[config.mk]
export PLATFORM = sky130hd
export DESIGN_NAME = mul_iter_fsm
export DESIGN_NICKNAME = d
export VERILOG_FILES = /design/src/rtl/mul_iter_fsm.sv
export SDC_FILE = /design/constraint.sdc
export NUM_CORES = 1
export LEC_CHECK = 0
export ABC_AREA = 0
export BUFFER_PORTS_ARGS = -buffer_cell sky130_fd_sc_hd__buf_2
export CORE_UTILIZATION = 60
export DETAILED_ROUTE_END_ITERATION = 8
export PLACE_DENSITY = 0.76
export SYNTH_ARGS = -nofsm -noshare
export SYNTH_HDL_FRONTEND = slang
export SYNTH_SLANG_ARGS = --single-unit
[constraint.sdc]
create_clock -name clk -period 7.98 [get_ports clk]
set_input_delay 0.798 -clock clk [delete_from_list [all_inputs] [get_ports clk]]
set_output_delay 0.798 -clock clk [all_outputs]
set_load 0.05 [all_outputs]
[src/rtl/mul_iter_fsm.sv]
// Iterative shift-add multiplier (MULT/MULTU) on the EX-stage data_valid/res_valid handshake.
// Sign is handled by multiplying magnitudes and negating the final product.
module mul_iter_fsm #(
    parameter int WIDTH     = 32,
    parameter int ITER_BITS = 1
) (
    input  logic                 clk,
    input  logic                 resetn,
    input  logic                 flush,
    input  logic                 data_valid,
    input  logic                 is_signed,
    input  logic [WIDTH-1:0]     src1,
    input  logic [WIDTH-1:0]     src2,
    input  logic                 out_ready,
    output logic                 res_valid,
    output logic                 busy,
    output logic [2*WIDTH-1:0]   mult_out
);

    localparam int STEPS = WIDTH / ITER_BITS;
    localparam int CNT_W = (STEPS > 1) ? $clog2(STEPS) : 1;
    localparam int PW    = 2 * WIDTH;
    localparam int ACC_W = 2 * WIDTH + 2;

    typedef enum logic [1:0] {
        S_IDLE,
        S_CALC,
        S_DONE
    } state_t;

    state_t             state_q, state_d;
    logic [CNT_W-1:0]   cnt_q, cnt_d;
    logic [ACC_W-1:0]   acc_q, acc_d;
    logic [ACC_W-1:0]   mcand_q, mcand_d;
    logic [WIDTH-1:0]   mplier_q, mplier_d;
    logic               neg_q, neg_d;
    logic [PW-1:0]      mult_out_q, mult_out_d;

    logic [WIDTH:0]     mag1;
    logic [WIDTH-1:0]   mag2;
    logic [ACC_W-1:0]   acc_sum;
    logic [PW-1:0]      final_mag;

    // NOTE: sequential state uses non-blocking (<=) so every register samples pre-edge values.
    always_ff @(posedge clk or negedge resetn) begin
        if (!resetn) begin
            state_q    <= S_IDLE;
            cnt_q      <= '0;
            acc_q      <= '0;
            mcand_q    <= '0;
            mplier_q   <= '0;
            neg_q      <= 1'b0;
            mult_out_q <= '0;
        end else begin
            state_q    <= state_d;
            cnt_q      <= cnt_d;
            acc_q      <= acc_d;
            mcand_q    <= mcand_d;
            mplier_q   <= mplier_d;
            neg_q      <= neg_d;
            mult_out_q <= mult_out_d;
        end
    end

    // The magnitude of the most negative value still fits as unsigned, so mag2 needs no extra bit.
    always_comb begin
        mag1 = (is_signed && src1[WIDTH-1]) ? ((WIDTH+1)'(0) - {src1[WIDTH-1], src1})
                                             : {1'b0, src1};
        mag2 = (is_signed && src2[WIDTH-1]) ? (WIDTH'(0) - src2) : src2;
    end

    always_comb begin
        acc_sum = acc_q;
        for (int i = 0; i < ITER_BITS; i++) begin
            if (mplier_q[i]) acc_sum = acc_sum + (mcand_q << i);
        end
        final_mag = acc_sum[PW-1:0];
    end

    // NOTE: every output of this block gets a default first, so no path can infer a latch.
    always_comb begin
        state_d    = state_q;
        cnt_d      = cnt_q;
        acc_d      = acc_q;
        mcand_d    = mcand_q;
        mplier_d   = mplier_q;
        neg_d      = neg_q;
        mult_out_d = mult_out_q;
        case (state_q)
            S_IDLE: begin
                if (data_valid && !flush) begin
                    state_d  = S_CALC;
                    mcand_d  = ACC_W'(mag1);
                    mplier_d = mag2;
                    neg_d    = is_signed & (src1[WIDTH-1] ^ src2[WIDTH-1]);
                    acc_d    = '0;
                    cnt_d    = CNT_W'(STEPS - 1);
                end
            end
            S_CALC: begin
                if (flush) begin
                    state_d = S_IDLE;
                end else begin
                    acc_d    = acc_sum;
                    mcand_d  = mcand_q << ITER_BITS;
                    mplier_d = mplier_q >> ITER_BITS;
                    cnt_d    = cnt_q - CNT_W'(1);
                    if (cnt_q == '0) begin
                        state_d    = S_DONE;
                        mult_out_d = neg_q ? (PW'(0) - final_mag) : final_mag;
                    end
                end
            end
            S_DONE: begin
                if (flush || out_ready) state_d = S_IDLE;
            end
            default: state_d = S_IDLE;
        endcase
    end

    // Status decoded straight from state so an async reset clears it before the next edge.
    always_comb begin
        res_valid = (state_q == S_DONE);
        busy      = (state_q == S_CALC);
        mult_out  = mult_out_q;
    end

endmodule

### Yosys cells after proc, flatten, opt, wreduce, memory -nomap -nowiden

Index checks and enable logic that the tools add are counted.

| word-level totals | value |
|---|---|
| register bits after elaboration | 236 |
| bits of input ports | 70 |

| operators by class | value |
|---|---|
| $add $sub $neg | 5 |
| eq/ne operators | 7 |
| multiplexer cells | 21 |
| bitwise operators | 3 |
| reduce and logical (&&, ||, !) cells | 13 |

Operator list:

| cell | number |
|---|---|
| two-way mux 66 bit | 5 |
| one-hot mux 66 bit (2 select lines) | 2 |
| two-way mux 32 bit | 3 |
| adder 66 bit | 1 |
| two-way mux 64 bit | 1 |
| one-hot mux 32 bit (2 select lines) | 1 |
| subtractor 1 x 64 -> 64 bit, first input constant | 1 |
| two-way mux 33 bit | 1 |
| subtractor 1 x 32 -> 33 bit, first input constant | 1 |
| subtractor 1 x 32 -> 32 bit, first input constant | 1 |
| two-way mux 5 bit | 2 |
| one-hot mux 5 bit (2 select lines) | 1 |
| AND reduction 3 bit | 3 |
| two-way mux 2 bit | 4 |
| one-hot mux 2 bit (3 select lines) | 1 |
| zero test 5 bit | 1 |
| subtractor 5 x 1 -> 5 bit, second input constant | 1 |
| != test 2 x 1 -> 1 bit, second input constant | 2 |
| != test 2 bit, second input constant | 2 |
| AND reduction 4 bit | 1 |
| logical AND 1 bit | 3 |
| != test 3 x 2 -> 1 bit, second input constant | 1 |
| equality test 2 x 1 -> 1 bit, second input constant | 1 |
| equality test 2 bit, second input constant | 1 |
| 8 further kinds | 8 |

### Depth between registers and ports, before layout

| depth | value |
|---|---|
| depth in word-level cells | 4 |
| gate-level depth with buffers | 17 |

### Worst setup path after synthesis

OpenSTA, ideal clock, no wires.

| timing path | value |
|---|---|
| path kind | register -> register |
| start point | register acc_q[0] |
| end point | register mult_out_q[58], in the netlist mult_out[58] |
| arrival | 3.865 ns |
| required time | 7.858 ns |
| path slack | 3.993 ns |
| stages on the path, launching flop included | 16 |
| buffers on the path | 0 |
| clock period less this slack | 3.987 ns |
| cells stage by stage | dfrtp_1 -> ha_1 -> inv_1 -> fa_1 -> nor2b_4 -> o31a_1 -> o211ai_2 -> a21bo_2 -> a31o_2 -> or4_1 -> or4b_4 -> nor2_4 -> nand4_4 -> o41ai_2 -> xnor2_1 -> o21ai_1 |

| between the ends | value |
|---|---|
| cells in the longest elaborated chain, start to end | 4 |

Ends and longest elaborated chain:

| element | line | source |
|---|---|---|
| start, declared | 33 | `logic [ACC_W-1:0] acc_q, acc_d;` |
| start signal, assigned | 49 | `acc_q <= '0;` |
| start signal, assigned | 57 | `acc_q <= acc_d;` |
| adder 66 bit | 75 | `if (mplier_q[i]) acc_sum = acc_sum + (mcand_q << i);` |
| two-way mux 66 bit (*) | 75 |  |
| subtractor 1 x 64 -> 64 bit | 110 | `mult_out_d = neg_q ? (PW'(0) - final_mag) : final_mag;` |
| two-way mux 64 bit (*) | 110 |  |
| end signal, assigned | 61 | `mult_out_q <= mult_out_d;` |
| end, declared | 37 | `logic [PW-1:0] mult_out_q, mult_out_d;` |

Mark *: on every way between the ends. The rest lies on a longest branch, timed or not. The select of a mux whose other input is x is not followed.
A chain may end at the register's enable or synchronous reset.

### Worst setup path in the final report

| timing path | value |
|---|---|
| start point | register mplier_q[0] |
| end point | register mult_out_q[57], in the netlist mult_out[57] |

| between the ends | value |
|---|---|
| cells in the longest elaborated chain, start to end | 3 |

Ends and longest elaborated chain:

| element | line | source |
|---|---|---|
| start, declared | 35 | `logic [WIDTH-1:0] mplier_q, mplier_d;` |
| start signal, assigned | 59 | `mplier_q <= mplier_d;` |
| two-way mux 66 bit (*) | 75 |  |
| subtractor 1 x 64 -> 64 bit | 110 |  |
| two-way mux 64 bit (*) | 110 |  |

Marked as above.

==> results.sh <==
export IMPL_place_gp_congestion=0.9854
export IMPL_drv_cap=0
export IMPL_hp_class="input pin to async pin"
export IMPL_drt_vias_per_instance=6.402
export IMPL_skew_ns=0.02959
export IMPL_coreArea_sq_um=28010
export IMPL_ys_ff_latch=232
export IMPL_rsz0062_at_grt="false"
export IMPL_dr_first_iter_drc_count=1625
export IMPL_clock_sinks=232
export IMPL_final_util=0.6743
export IMPL_period_minus_slack_ns=5.204
export IMPL_synthTopCellsByCount="319 x nand2_1, 253 x o21ai_0, 232 x dfrtp_1"
export IMPL_antenna_cells=0
export IMPL_fp_dieH_um=171.4
export IMPL_grt_pass1_vias=15550
export IMPL_synth_ff_type="dfrtp_1"
export IMPL_p_per_area_nw_per_um2=274.5
export IMPL_clock_latency_ns=0.57
export IMPL_drcViolationCount=0
export IMPL_synth_edf_count=0
export IMPL_required_ns=8.39
export IMPL_area_growth_pct=9.702
export IMPL_root_buffer="clkbuf_16"
export IMPL_drt_total_wl_mm=52.04
export IMPL_fmax_mhz=192.2
export IMPL_yosysMostFrequentCell="nand2_1"
export IMPL_dp_hpwl_mm=38.12
export IMPL_start_util=0.6146
export IMPL_yosys_area_top_type="dfrtp_1"
export IMPL_grt_max_degree=108
export IMPL_grt_overflow_total=0
export IMPL_critical_path_class="flip-flop to flip-flop"
export IMPL_status="finished clean"
export IMPL_fp_row_count=61
export IMPL_clockBufferDepth=3
export IMPL_worstSetupEndpointType="flip-flop"
export IMPL_holdBufCountCts=0
export IMPL_nets=2321
export IMPL_cts_tree="yes"
export IMPL_antenna_found_initial=0
export IMPL_ioPinCount=136
export IMPL_synth_area_sq_um=17220
export IMPL_tightest_slew_ns=1.007
export IMPL_cts_max_level=1
export IMPL_crit_fanout=79
export IMPL_cts_buffers=27
export IMPL_leakage_nw=8.303
export IMPL_slew_headroom=0.3289
export IMPL_finalPower_mw=5.184
export IMPL_netlist_top_cells_area="dfrtp_1 34%, o21ai_0 7.4%, nand2_1 7.0%"
export IMPL_instances_no_fill=2579
export IMPL_async_flop_share=1.000
export IMPL_syn_avg_cell_area_sq_um=8.129
export IMPL_grt_util_all_layers=0.3552
export IMPL_syn_num_nets=2257
export IMPL_die_width_um=171.4
export IMPL_ant_nets=0
export IMPL_drive_above_1_share=0.1231
export IMPL_fill_cells=2373
export IMPL_syn_instance_count=2118
export IMPL_ys_warn_count=0
export IMPL_ir_drop_mv=0.1894
export IMPL_finalHoldViolCount=0
export IMPL_finalCritPeriodShare=0.6521
export IMPL_die_area_sq_um=29380
export IMPL_report_final_slew_viol_count=0
export IMPL_placed_cells=2531
export IMPL_register_area_sq_um=5811
export IMPL_ys_seq_area_frac=0.3372
export IMPL_clkTransAtPathRegs_ns=0.06
export IMPL_wire_per_inst_um=20.18
export IMPL_finalSetupViolations=0
export IMPL_vias=16510
export IMPL_firstDrtPassIters=6
export IMPL_port_buffers=135
export IMPL_cts_resized=0
export IMPL_synth_top_area_frac=0.3372
export IMPL_grt_pass1_wl_mm=82.43
export IMPL_multi_input_area_sq_um=10740
export IMPL_crit_arrival_ns=5.62
export IMPL_crit_path_start_kind="flip-flop"
export IMPL_timing_setup_tns_ns=0
export IMPL_synth_cell_types=108
export IMPL_postCtsSetupRepairBufs=0
-- power breakdown --
part	internal, mW	switching (mW)
combinational	0.844	1.57
sequential	1.35	0.194
clock	0.700	0.526
-- cell usage in the layout, fill, tap and decap left out, types with 25 or more instances in the layout --
| cell | n |
|---|---|
| nor3_1 | 42 |
| buf_2 | 134 |
| o31ai_1 | 26 |
| clkbuf_16 | 27 |
| nand4_1 | 34 |
| inv_1 | 49 |
| a21oi_1 | 165 |
| xor2_1 | 44 |
| xnor2_1 | 97 |
| a22oi_1 | 35 |
| a22o_1 | 38 |
| o21ai_0 | 253 |
| ha_1 | 68 |
| nor2_1 | 140 |
| dfrtp_1 | 230 |
| o21ai_1 | 25 |
| nand2_1 | 318 |
| nand3_1 | 45 |
| or3_1 | 26 |
-- routing by layer --
layer | part of all wire | wire (um) | GRT usage | up-vias
li1 | - | - | - | 7862
met1 | 0.44 | 22930 | 0.4830 | 7922
met2 | 0.46 | 24020 | 0.5772 | 610
met3 | 0.064 | 3328 | 0.05062 | 116
met4 | 0.034 | 1763 | 0.1238 | 0
met5 | 0 | 0 | 0 | -
-- critical path, cell delays in order, from the launching register on --
cell	delay, ns
dfrtp_4	0.73
buf_4	0.78
nor2b_1	0.10
a311o_1	0.36
nor3b_2	0.33
nand3_1	0.14
nor3_1	0.31
nand4_1	0.19
nor2_1	0.23
nand3_1	0.35
nor2_1	0.53
nand4_2	0.32
o31ai_1	0.35
xor2_1	0.17
o21ai_1	0.07
-- sequential cells by signal, indices dropped and copies added (netlist names) --
| signal | cells |
|---|---|
| state_q | 2 |
| neg_q | 1 |
| acc_q | 64 |
| mcand_q | 64 |
| mult_out | 64 |
| mplier_q | 32 |
| cnt_q | 5 |
-- kinds of logic (layout without fill, tap and decap cells) --
kind of cell             count (synthesis)  count (layout)  share of synthesized area
XOR/XNOR                               142             142                    0.07267
flip-flops                             232             232                     0.3372
buffers and inverters                  169             252                    0.04048
AO/OA/AOI/OAI                          745             745                     0.2810
multiplexers                            22              22                    0.01301
AND/OR/NAND/NOR                        739             739                     0.2050
adder cells (fa/ha/maj)                 69              69                    0.05058
-- metrics by stage --
step           cell area (sq um)  hold slack [ns]  worst slack [ns]
3_3_place_gp               18030           0.4437             3.026
3_5_place_dp               18030           0.4522             2.934
2_1_floorplan              17220           0.4447             3.993
5_1_grt                    18890           0.3423             2.485
6_report                   18890           0.2585             2.776
4_1_cts                    18890           0.3148             2.918
-- area by class of cell --
type	instances	area share
Sequential cell	232	0.3077
Inverter	52	0.01033
Tap cell	378	0.02504
Clock inverter	14	0.007751
Clock buffer	34	0.03769
Multi-Input combinational cell	1717	0.5685
Timing Repair Buffer	152	0.04306
-- worst paths after layout --
kind                               from      endpoint  slack, ns  depth (start not counted)
min in group clk           mult_out[25]  mult_out[25]       0.46                          2
min                              resetn  mult_out[31]       0.26                          1
max reg2reg                 mplier_q[0]  mult_out[57]       2.78                         14
max in group asynchronous        resetn     acc_q[52]       6.38                          2
max                         mplier_q[0]  mult_out[57]       2.78                         14
min reg2reg                mult_out[25]  mult_out[25]       0.46                          2
No activity file was read; power rests on OpenSTA's default activity.
